$ cat config.mk
export PLATFORM = sky130hd
export DESIGN_NAME = display_scheduler_flat
export DESIGN_NICKNAME = d
export VERILOG_FILES = /design/src/rtl/display_scheduler_if.sv /design/src/rtl/display_scheduler.sv /design/src/flat_wrapper.sv
export SDC_FILE = /design/constraint.sdc
export NUM_CORES = 1
export LEC_CHECK = 0
export CELL_PAD_IN_SITES_DETAIL_PLACEMENT = 1
export CELL_PAD_IN_SITES_GLOBAL_PLACEMENT = 1
export CORE_UTILIZATION = 40
export DETAILED_ROUTE_END_ITERATION = 7
export MAX_ROUTING_LAYER = met4
export PLACE_DENSITY_LB_ADDON = 0.3
export SLEW_MARGIN = 20
export SYNTH_ARGS = -nofsm -noshare
export SYNTH_HDL_FRONTEND = slang
export SYNTH_SLANG_ARGS = --single-unit
$ cat constraint.sdc
create_clock -name Clock -period 6.9 [get_ports Clock]
set_input_delay 0.69 -clock Clock [delete_from_list [all_inputs] [get_ports Clock]]
set_output_delay 0.69 -clock Clock [all_outputs]
set_load 0.02 [all_outputs]
$ cat src/rtl/display_scheduler_if.sv
// Requester/display bundle for display_scheduler.
// master = requester/display side, slave = the scheduler itself.
interface display_scheduler_if #(
    parameter int NUM_REQ = 4
);
    localparam int IW = $clog2(NUM_REQ);

    logic [NUM_REQ-1:0]   ReqValid;
    logic [8*NUM_REQ-1:0] ReqValue;
    logic                 Hold;
    logic                 Next;
    logic [7:0]           DisplayValue;
    logic                 DisplayValid;
    logic [IW-1:0]        SourceIndex;
    logic [NUM_REQ-1:0]   Grant;
    logic                 SlotDone;

    modport master (
        output ReqValid, ReqValue, Hold, Next,
        input  DisplayValue, DisplayValid, SourceIndex, Grant, SlotDone
    );

    modport slave (
        input  ReqValid, ReqValue, Hold, Next,
        output DisplayValue, DisplayValid, SourceIndex, Grant, SlotDone
    );
endinterface

$ cat src/rtl/display_scheduler.sv
// Round-robin time-sharing of one 8-bit seven-segment display among
// NUM_REQ requesters, with a dwell period per source and a blank gap
// whenever the shown source changes. All outputs are registered.
module display_scheduler #(
    parameter int NUM_REQ = 4,
    parameter int DWELL   = 50_000_000,
    parameter int BLANK   = 5_000_000
) (
    input  logic               Clock,
    input  logic               Reset,
    display_scheduler_if.slave bus
);
    localparam int IW   = $clog2(NUM_REQ);
    localparam int MAXC = (DWELL > BLANK) ? DWELL : BLANK;
    localparam int CW   = $clog2(MAXC);

    typedef enum logic [1:0] {S_IDLE, S_SHOW, S_BLANK} state_t;

    state_t          state;
    logic [IW-1:0]   cur;
    logic [CW-1:0]   dwell_cnt;
    logic [CW-1:0]   blank_cnt;

    logic            nxt_found;
    logic [IW-1:0]   nxt_idx;
    logic [IW-1:0]   probe;
    int              pos;
    logic [7:0]      cur_val;
    logic [7:0]      nxt_val;
    logic            cur_valid;
    logic            slot_end;

    // Round-robin search: first valid requester after cur, cur itself last.
    always_comb begin
        nxt_found = 1'b0;
        nxt_idx   = cur;
        pos       = 0;
        probe     = '0;
        for (int k = 1; k <= NUM_REQ; k++) begin
            pos = int'(cur) + k;
            if (pos >= NUM_REQ) pos = pos - NUM_REQ;
            probe = IW'(pos);
            if (!nxt_found && bus.ReqValid[probe]) begin
                nxt_found = 1'b1;
                nxt_idx   = probe;
            end
        end
    end

    // Current/next source data and the combined slot-end condition; Next
    // and a dropped request both override Hold.
    always_comb begin
        cur_val   = bus.ReqValue[8*int'(cur) +: 8];
        nxt_val   = bus.ReqValue[8*int'(nxt_idx) +: 8];
        cur_valid = bus.ReqValid[cur];
        slot_end  = bus.Next || !cur_valid ||
                    ((dwell_cnt == CW'(DWELL-1)) && !bus.Hold);
    end

    // Scheduler FSM with registered display outputs.
    always_ff @(posedge Clock) begin
        if (Reset) begin
            state            <= S_IDLE;
            cur              <= IW'(NUM_REQ-1);
            dwell_cnt        <= '0;
            blank_cnt        <= '0;
            bus.DisplayValue <= '0;
            bus.DisplayValid <= 1'b0;
            bus.SourceIndex  <= '0;
            bus.Grant        <= '0;
            bus.SlotDone     <= 1'b0;
        end else begin
            bus.SlotDone <= 1'b0;
            case (state)
                S_IDLE: begin
                    if (nxt_found) begin
                        state            <= S_SHOW;
                        cur              <= nxt_idx;
                        dwell_cnt        <= '0;
                        bus.DisplayValue <= nxt_val;
                        bus.DisplayValid <= 1'b1;
                        bus.SourceIndex  <= nxt_idx;
                        bus.Grant        <= {{(NUM_REQ-1){1'b0}}, 1'b1} << nxt_idx;
                    end else begin
                        bus.DisplayValue <= '0;
                        bus.DisplayValid <= 1'b0;
                        bus.SourceIndex  <= '0;
                        bus.Grant        <= '0;
                    end
                end
                S_SHOW: begin
                    if (slot_end) begin
                        bus.SlotDone <= 1'b1;
                        if (!nxt_found) begin
                            state            <= S_IDLE;
                            bus.DisplayValue <= '0;
                            bus.DisplayValid <= 1'b0;
                            bus.SourceIndex  <= '0;
                            bus.Grant        <= '0;
                        end else if (nxt_idx == cur) begin
                            // Sole requester: restart its slot without a gap.
                            dwell_cnt        <= '0;
                            bus.DisplayValue <= cur_val;
                        end else begin
                            // SourceIndex deliberately keeps the old source.
                            state            <= S_BLANK;
                            blank_cnt        <= '0;
                            bus.DisplayValue <= '0;
                            bus.DisplayValid <= 1'b0;
                            bus.Grant        <= '0;
                        end
                    end else begin
                        if (!bus.Hold) dwell_cnt <= dwell_cnt + 1'b1;
                        bus.DisplayValue <= cur_val;
                    end
                end
                S_BLANK: begin
                    if (blank_cnt == CW'(BLANK-1)) begin
                        if (nxt_found) begin
                            state            <= S_SHOW;
                            cur              <= nxt_idx;
                            dwell_cnt        <= '0;
                            bus.DisplayValue <= nxt_val;
                            bus.DisplayValid <= 1'b1;
                            bus.SourceIndex  <= nxt_idx;
                            bus.Grant        <= {{(NUM_REQ-1){1'b0}}, 1'b1} << nxt_idx;
                        end else begin
                            state           <= S_IDLE;
                            bus.SourceIndex <= '0;
                        end
                    end else begin
                        blank_cnt <= blank_cnt + 1'b1;
                    end
                end
                default: state <= S_IDLE;
            endcase
        end
    end
endmodule

$ cat src/flat_wrapper.sv
// flat-port wrapper written by rule: the top's interface ports become plain ports
module display_scheduler_flat 
#(
    parameter int NUM_REQ = 4,
    parameter int DWELL   = 50_000_000,
    parameter int BLANK   = 5_000_000
)
  (Clock, Reset, bus_ReqValid, bus_ReqValue, bus_Hold, bus_Next, bus_DisplayValue, bus_DisplayValid, bus_SourceIndex, bus_Grant, bus_SlotDone);
  display_scheduler_if #(.NUM_REQ(NUM_REQ)) bus_i ();
  input  logic Clock;
  input  logic Reset;
  input wire logic [$bits(bus_i.ReqValid)-1:0] bus_ReqValid;
  input wire logic [$bits(bus_i.ReqValue)-1:0] bus_ReqValue;
  input wire logic [$bits(bus_i.Hold)-1:0] bus_Hold;
  input wire logic [$bits(bus_i.Next)-1:0] bus_Next;
  output wire logic [$bits(bus_i.DisplayValue)-1:0] bus_DisplayValue;
  output wire logic [$bits(bus_i.DisplayValid)-1:0] bus_DisplayValid;
  output wire logic [$bits(bus_i.SourceIndex)-1:0] bus_SourceIndex;
  output wire logic [$bits(bus_i.Grant)-1:0] bus_Grant;
  output wire logic [$bits(bus_i.SlotDone)-1:0] bus_SlotDone;
  assign bus_i.ReqValid = bus_ReqValid;
  assign bus_i.ReqValue = bus_ReqValue;
  assign bus_i.Hold = bus_Hold;
  assign bus_i.Next = bus_Next;
  assign bus_DisplayValue = bus_i.DisplayValue;
  assign bus_DisplayValid = bus_i.DisplayValid;
  assign bus_SourceIndex = bus_i.SourceIndex;
  assign bus_Grant = bus_i.Grant;
  assign bus_SlotDone = bus_i.SlotDone;
  display_scheduler #(.NUM_REQ(NUM_REQ), .DWELL(DWELL), .BLANK(BLANK)) u_core (.Clock(Clock), .Reset(Reset), .bus(bus_i));
endmodule
### Word-level counts from Yosys, hierarchy flattened

Index checks and enable logic that the tools add are counted.

| word-level totals | value |
|---|---|
| word-level logic and storage cells | 143 |
| register bits | 72 |
| output and inout port bits | 16 |

| operators by class | value |
|---|---|
| shifts and indexed selects | 3 |
| mux-type cells | 71 |
| equal/unequal tests | 17 |
| add/sub/neg operators | 10 |
| reductions and logical operators | 23 |
| magnitude comparators | 9 |
| bitwise logic cells | 1 |

Operators with widths:

| cell | number |
|---|---|
| 2-to-1 mux 26 bit | 10 |
| one-hot mux 26 bit (3 select lines) | 1 |
| indexed part select 32 x 6 -> 8 bit | 2 |
| adder 26 x 1 -> 26 bit (second input constant) | 2 |
| one-hot mux 26 bit (2 select lines) | 1 |
| 2-to-1 mux 8 bit | 6 |
| 2-to-1 mux 2 bit | 19 |
| == test 26 x 23 -> 1 bit (second input constant) | 1 |
| == test 26 bit (second input constant) | 1 |
| 2-to-1 mux 4 bit | 6 |
| one-hot mux 8 bit (3 select lines) | 1 |
| 2-to-1 mux 1 bit | 17 |
| less-than comparator 2 x 3 -> 1 bit (second input constant) | 5 |
| AND reduction 5 bit | 3 |
| one-hot mux 2 bit (3 select lines) | 2 |
| one-hot mux 4 bit (3 select lines) | 1 |
| binary-select mux 1 bit (select 2 bit) | 5 |
| inequality test 2 x 1 -> 1 bit (second input constant) | 5 |
| greater-or-equal comparator 3 bit (second input constant) | 3 |
| AND reduction 4 bit | 2 |
| subtractor 2 x 1 -> 2 bit (second input constant) | 4 |
| adder 2 x 2 -> 3 bit (second input constant) | 2 |
| inequality test 2 bit (second input constant) | 3 |
| inequality test 3 x 2 -> 1 bit (second input constant) | 2 |
| other kinds (20) | 30 |

### Logic depth before layout (Yosys ltp)

| depth | value |
|---|---|
| depth in word-level cells | 20 |
| gate-level depth with buffers | 10 |

### Worst setup path after synthesis

OpenSTA, ideal clock, no wires.

| timing path | value |
|---|---|
| kind | input to register |
| start | in bus_ReqValid[3] |
| end | reg u_core.blank_cnt[13] |
| slack | 4169 ps |
| cell stages on the path | 9 |
| data required time | 6783 ps |
| arrival time | 2614 ps |
| cells stage by stage | mux4_2 > and3_4 > o31a_4 > clkbuf_1 > nor3_1 > a21o_1 > buf_2 > buf_2 > nor2_1 |

| between the ends | value |
|---|---|
| word-level cells in the longest chain between the ends | 15 |
| elaborated cells on any way between the ends | 32 |
| classes of those cells | eq/ne: 4; mux: 18; reduce/logical: 10 |

Ends and longest elaborated chain:

| element | line | text |
|---|---|---|
| start: declaration | flat_wrapper.sv:12 | `input wire logic [$bits(bus_i.ReqValid)-1:0] bus_ReqValid;` |
| binary-select mux 1 bit (select 2 bit) | display_scheduler.sv:43 | `if (!nxt_found && bus.ReqValid[probe]) begin` |
| 2-to-1 mux 1 bit (implied by the code) | display_scheduler.sv:43 |  |
| 2-to-1 mux 1 bit | display_scheduler.sv:43 |  |
| zero test 1 bit | display_scheduler.sv:43 |  |
| logical AND 1 bit | display_scheduler.sv:43 |  |
| 2-to-1 mux 1 bit | display_scheduler.sv:43 |  |
| zero test 1 bit | display_scheduler.sv:43 |  |
| logical AND 1 bit | display_scheduler.sv:43 |  |
| 2-to-1 mux 1 bit | display_scheduler.sv:43 |  |
| zero test 1 bit | display_scheduler.sv:43 |  |
| logical AND 1 bit | display_scheduler.sv:43 |  |
| 2-to-1 mux 2 bit | display_scheduler.sv:43 |  |
| == test 2 bit | display_scheduler.sv:100 | `end else if (nxt_idx == cur) begin` |
| inequality test 2 bit (no line) | n/a |  |
| AND reduction 5 bit (no line) (*) | n/a |  |
| end signal: assignment | display_scheduler.sv:132 | `blank_cnt <= blank_cnt + 1'b1;` |
| end: declaration | display_scheduler.sv:22 | `logic [CW-1:0] blank_cnt;` |

Every way passes the cells marked *; elsewhere a longest branch is shown, timed or not. The select of a mux whose other input is x is not followed.
A chain may end at the register's enable or synchronous reset.

### Final worst setup path

| timing path | value |
|---|---|
| start | reg u_core.cur[0] |
| end | reg u_core.blank_cnt[14] |

| between the ends | value |
|---|---|
| word-level cells in the longest chain between the ends | 18 |
| elaborated cells on any way between the ends | 48 |
| classes of those cells | add/sub: 8; order compare: 4; eq/ne: 4; mux: 22; reduce/logical: 10 |

Ends and longest elaborated chain:

| element | line | text |
|---|---|---|
| start: declaration | display_scheduler.sv:20 | `logic [IW-1:0] cur;` |
| start signal: assignment | display_scheduler.sv:64 | `cur <= IW'(NUM_REQ-1);` |
| start signal: assignment | display_scheduler.sv:78 | `cur <= nxt_idx;` |
| start signal: assignment | display_scheduler.sv:121 | `cur <= nxt_idx;` |
| adder 2 x 1 -> 3 bit | display_scheduler.sv:40 | `pos = int'(cur) + k;` |
| greater-or-equal comparator 3 bit / subtractor 2 x 1 -> 2 bit (equally long branches) | display_scheduler.sv:41 | `if (pos >= NUM_REQ) pos = pos - NUM_REQ;` |
| 2-to-1 mux 2 bit | display_scheduler.sv:41 |  |
| binary-select mux 1 bit (select 2 bit) | display_scheduler.sv:43 |  |
| 2-to-1 mux 1 bit (implied by the code) | display_scheduler.sv:43 |  |
| 2-to-1 mux 1 bit | display_scheduler.sv:43 |  |
| zero test 1 bit | display_scheduler.sv:43 |  |
| logical AND 1 bit | display_scheduler.sv:43 |  |
| (+2 left out) | n/a |  |
| logical AND 1 bit | display_scheduler.sv:43 |  |
| 2-to-1 mux 1 bit | display_scheduler.sv:43 |  |
| zero test 1 bit | display_scheduler.sv:43 |  |
| logical AND 1 bit | display_scheduler.sv:43 |  |
| 2-to-1 mux 2 bit | display_scheduler.sv:43 |  |
| == test 2 bit | display_scheduler.sv:100 |  |
| inequality test 2 bit (no line) | n/a |  |
| AND reduction 5 bit (no line) (*) | n/a |  |

Marks and branches as above.

==> flow_summary.yaml <==
status:
  status: "complete, no violations"
global_routing:
  antenna_found_initial: 0
  globalRouteTotalUtil: 0.247
  grt_first_pass_wirelength_mm: 22.2
  overflow: 0
  via_count_of_the_first_global_routing_pass: 4512
  grt_start_max_net_pins: 45
logic_synthesis:
  postSynthCellCount: 549
  yosys.area.top_type_share: 0.318
  synth-main-ff-cell: "sky130_fd_sc_hd__dfxtp_1"
  synth_seq_area_share: 0.318
  asyncSetResetFlopFracSynth: 0
  yosys-top-cells-count: "sky130_fd_sc_hd__dfxtp_1 (72), sky130_fd_sc_hd__a21oi_1 (45), sky130_fd_sc_hd__nor2_1 (44)"
  ys_seq_elements: 72
  yosys_warnings: 0
  post_synth_instance_area_sq_mm: 0.00453
  postSynthAreaPerCell_sq_um: 8.25
  netlist-cell-type-count: 60
  post_synth_main_area_contributors: "sky130_fd_sc_hd__dfxtp_1 (32%), sky130_fd_sc_hd__a21oi_1 (5.0%), sky130_fd_sc_hd__or4_1 (4.8%)"
  mappedNetlistNets: 595
  synthDominantAreaCellType: "sky130_fd_sc_hd__dfxtp_1"
  synth_edf_count: 0
  most_frequently_used_cell_type_in_the_post_synthesis_netlist: "sky130_fd_sc_hd__dfxtp_1"
critical_path:
  timing.reg2reg.worst_path_depth: 6
  worst_path_max_delay_cell: "sky130_fd_sc_hd__dfxtp_1"
  cp_data_arrival_time_ns: 3.61
  path_cells: "mux4_2 > and3_4 > o31a_4 > or4_1 > or4_1 > a21oi_1"
  criticalPathCategory: "register to register"
  critPathMostFrequentCell: "sky130_fd_sc_hd__or4_1"
  critPathBufInv: 0
  critPathMaxFanout: 21
  worst_path_dominant_cell_family: "simple AND/OR/NAND/NOR gates"
  critPathMaxStageDelay_ns: 0.87
  critical_path.startpoint_type: "register"
  cp_num_cells: 6
  cp_endpoint_kind: "register"
  critical_path_required_ns: 7.18
finish:
  nets_final: 630
  finish.utilization: 0.498
  filler_cell_count: 1345
  fin_area_sq_mm: 0.00544
  antennaDiodeCount: 0
  area_delta_synth_final_pct: 20.2
  drive_above_1_share: 0.0900
placement:
  placed_area_sq_mm: 0.00516
  post-dp-hpwl_mm: 9.37
  io_buffers: 55
  routabilityCongestion: 0.877
clocking:
  worst_skew_pair.late_latency_ns: 0.34
  numClockSinks: 72
  clk_pin_slew_ns: 0.06
  post-cts-setup-buffers: 0
  clock_tree.root_cell: "sky130_fd_sc_hd__clkbuf_16"
  cts_buffers: 9
  hold_buffers: 0
  clock_tree.htree_level_count: 3
  cts-resized-gates: 0
  cts_buffer_depth: 2
  tritoncts: "built"
timing:
  hold_violation_total_from_the_final_report: 0
  worst_slew_margin_rel: 0.300
  slew_viol_final: 0
  clock_skew_ns: 0.00861
  period_minus_slack_ns: 3.34
  rsz_0062_raised_after_global_routing: "false"
  finalSetupViolations: 0
  timing.final.crit_share: 0.484
  setup-tns-final_ns: 0
  max_freq_mhz: 300
  fin_hold_ws_ns: 0.488
  worst-slew-pin-transition_ns: 1.05
detailed_routing:
  dr_total_vias: 4556
  avgRoutedWirePerCell_um: 18.5
  detailedRoute.firstIterationViolations: 208
  wl_mm: 13.5
  route.detailed.drc: 0
  remaining_antenna_violation_count_after_routing: 0
  routed_via_density: 6.25
  drt_pre_antenna_iters: 4
power_and_ir_drop:
  total_leakage_power_uw: 0.00176
  vdd.ir_drop.worst_mv: 0.204
  p_per_area_mw_per_mm2: 336
floorplan:
  core_box_area_sq_mm: 0.0109
  io-pin-count: 56
  die_area_sq_mm: 0.0117
  chipWidth_um: 108
  die_height_um: 108
  floorplan.rows: 38
  initial_util: 0.414
worst_hold_path:
  hold_depth: 2
  worst_min_path_class: "register to register"
flow_run:
  max_cap_violations: 0
-- layout by cell type (no fill, tap or decap), types with 4 or more instances in the layout --
cell type	netlist	routed
sky130_fd_sc_hd__dfxtp_1	72	72
sky130_fd_sc_hd__clkdlybuf4s50_1	0	55
sky130_fd_sc_hd__a21oi_1	45	45
sky130_fd_sc_hd__nor2_1	44	44
sky130_fd_sc_hd__nand3_1	39	39
sky130_fd_sc_hd__nand2_1	34	33
sky130_fd_sc_hd__or4_1	29	29
sky130_fd_sc_hd__o31ai_1	21	21
sky130_fd_sc_hd__o21ai_0	21	20
sky130_fd_sc_hd__nor4_1	16	16
sky130_fd_sc_hd__nand4_1	16	16
sky130_fd_sc_hd__xnor2_1	15	15
sky130_fd_sc_hd__and3_1	14	14
sky130_fd_sc_hd__nand2b_1	10	10
sky130_fd_sc_hd__mux4_2	9	9
sky130_fd_sc_hd__nor3_1	9	9
sky130_fd_sc_hd__o211ai_1	9	9
sky130_fd_sc_hd__mux2_2	9	9
sky130_fd_sc_hd__clkbuf_16	0	9
sky130_fd_sc_hd__inv_1	8	8
sky130_fd_sc_hd__a311oi_1	8	8
sky130_fd_sc_hd__buf_4	0	8
sky130_fd_sc_hd__nor4b_1	6	6
sky130_fd_sc_hd__and4_1	6	6
sky130_fd_sc_hd__ha_1	6	6
sky130_fd_sc_hd__or3_1	5	5
sky130_fd_sc_hd__o21ai_1	4	5
sky130_fd_sc_hd__nor2b_1	4	4
sky130_fd_sc_hd__a41o_1	4	4
-- worst min-delay path: cells and delay by family (launching register included) --
family / cells / cell delay (ns)
AO/OA/AOI/OAI: 2 / 0.12
flip-flops: 1 / 0.32
-- power breakdown --
group	total, uW	internal (uW)	switching (uW)
clock	459	279	180
sequential	534	467	66.7
combinational	836	333	503
-- worst paths after layout --
kind                         from              endpoint  slack [ns]
max                 u_core.cur[0]  u_core.blank_cnt[14]        3.56
min          u_core.dwell_cnt[21]  u_core.dwell_cnt[21]        0.49
min reg2reg  u_core.dwell_cnt[21]  u_core.dwell_cnt[21]        0.49
max reg2reg         u_core.cur[0]  u_core.blank_cnt[14]        3.56
-- cells by family after synthesis --
family	synth area share
simple gates	0.311
compound gates	0.208
xor+xnor	0.0290
flops	0.318
mux	0.0738
buf+inv	0.0428
fa+ha+maj	0.0166
-- state kept, by name (all words and copies together) (netlist names) --
signal and count:
u_core.cur 2, u_core.bus.Grant 4, u_core.bus.DisplayValid 1, u_core.state 2
u_core.bus.SlotDone 1, u_core.bus.SourceIndex 2, u_core.dwell_cnt 26, u_core.blank_cnt 26
u_core.bus.DisplayValue 8
-- routing by layer --
layer | routed length, um | track usage | share of wire
met1 | 6320 | 0.307 | 0.47
met2 | 6490 | 0.401 | 0.48
met3 | 580 | 0.0651 | 0.043
met4 | 104 | 0.0560 | 0.0077
met5 | 0 | - | 0
-- layout make-up --
cell class	instances	area, sq um	area share
Clock buffer	12	236	0.0434
Clock inverter	4	45.0	0.00828
Inverter	8	30.0	0.00552
Multi-Input combinational cell	430	2900	0.534
Sequential cell	72	1440	0.265
Tap cell	140	175	0.0322
Timing Repair Buffer	63	611	0.112
-- metrics by stage --
stage / total power, uW / instances / worst slack, ns
floorplan: 1120 / 549 / 4.17
finish: 1830 / 729 / 3.56
CTS: 1840 / 729 / 3.24
detailed placement: 1380 / 713 / 3.16
global placement: 1350 / 713 / 3.26
global route: 1940 / 729 / 3.33
Power figures use the tool's default switching activity.
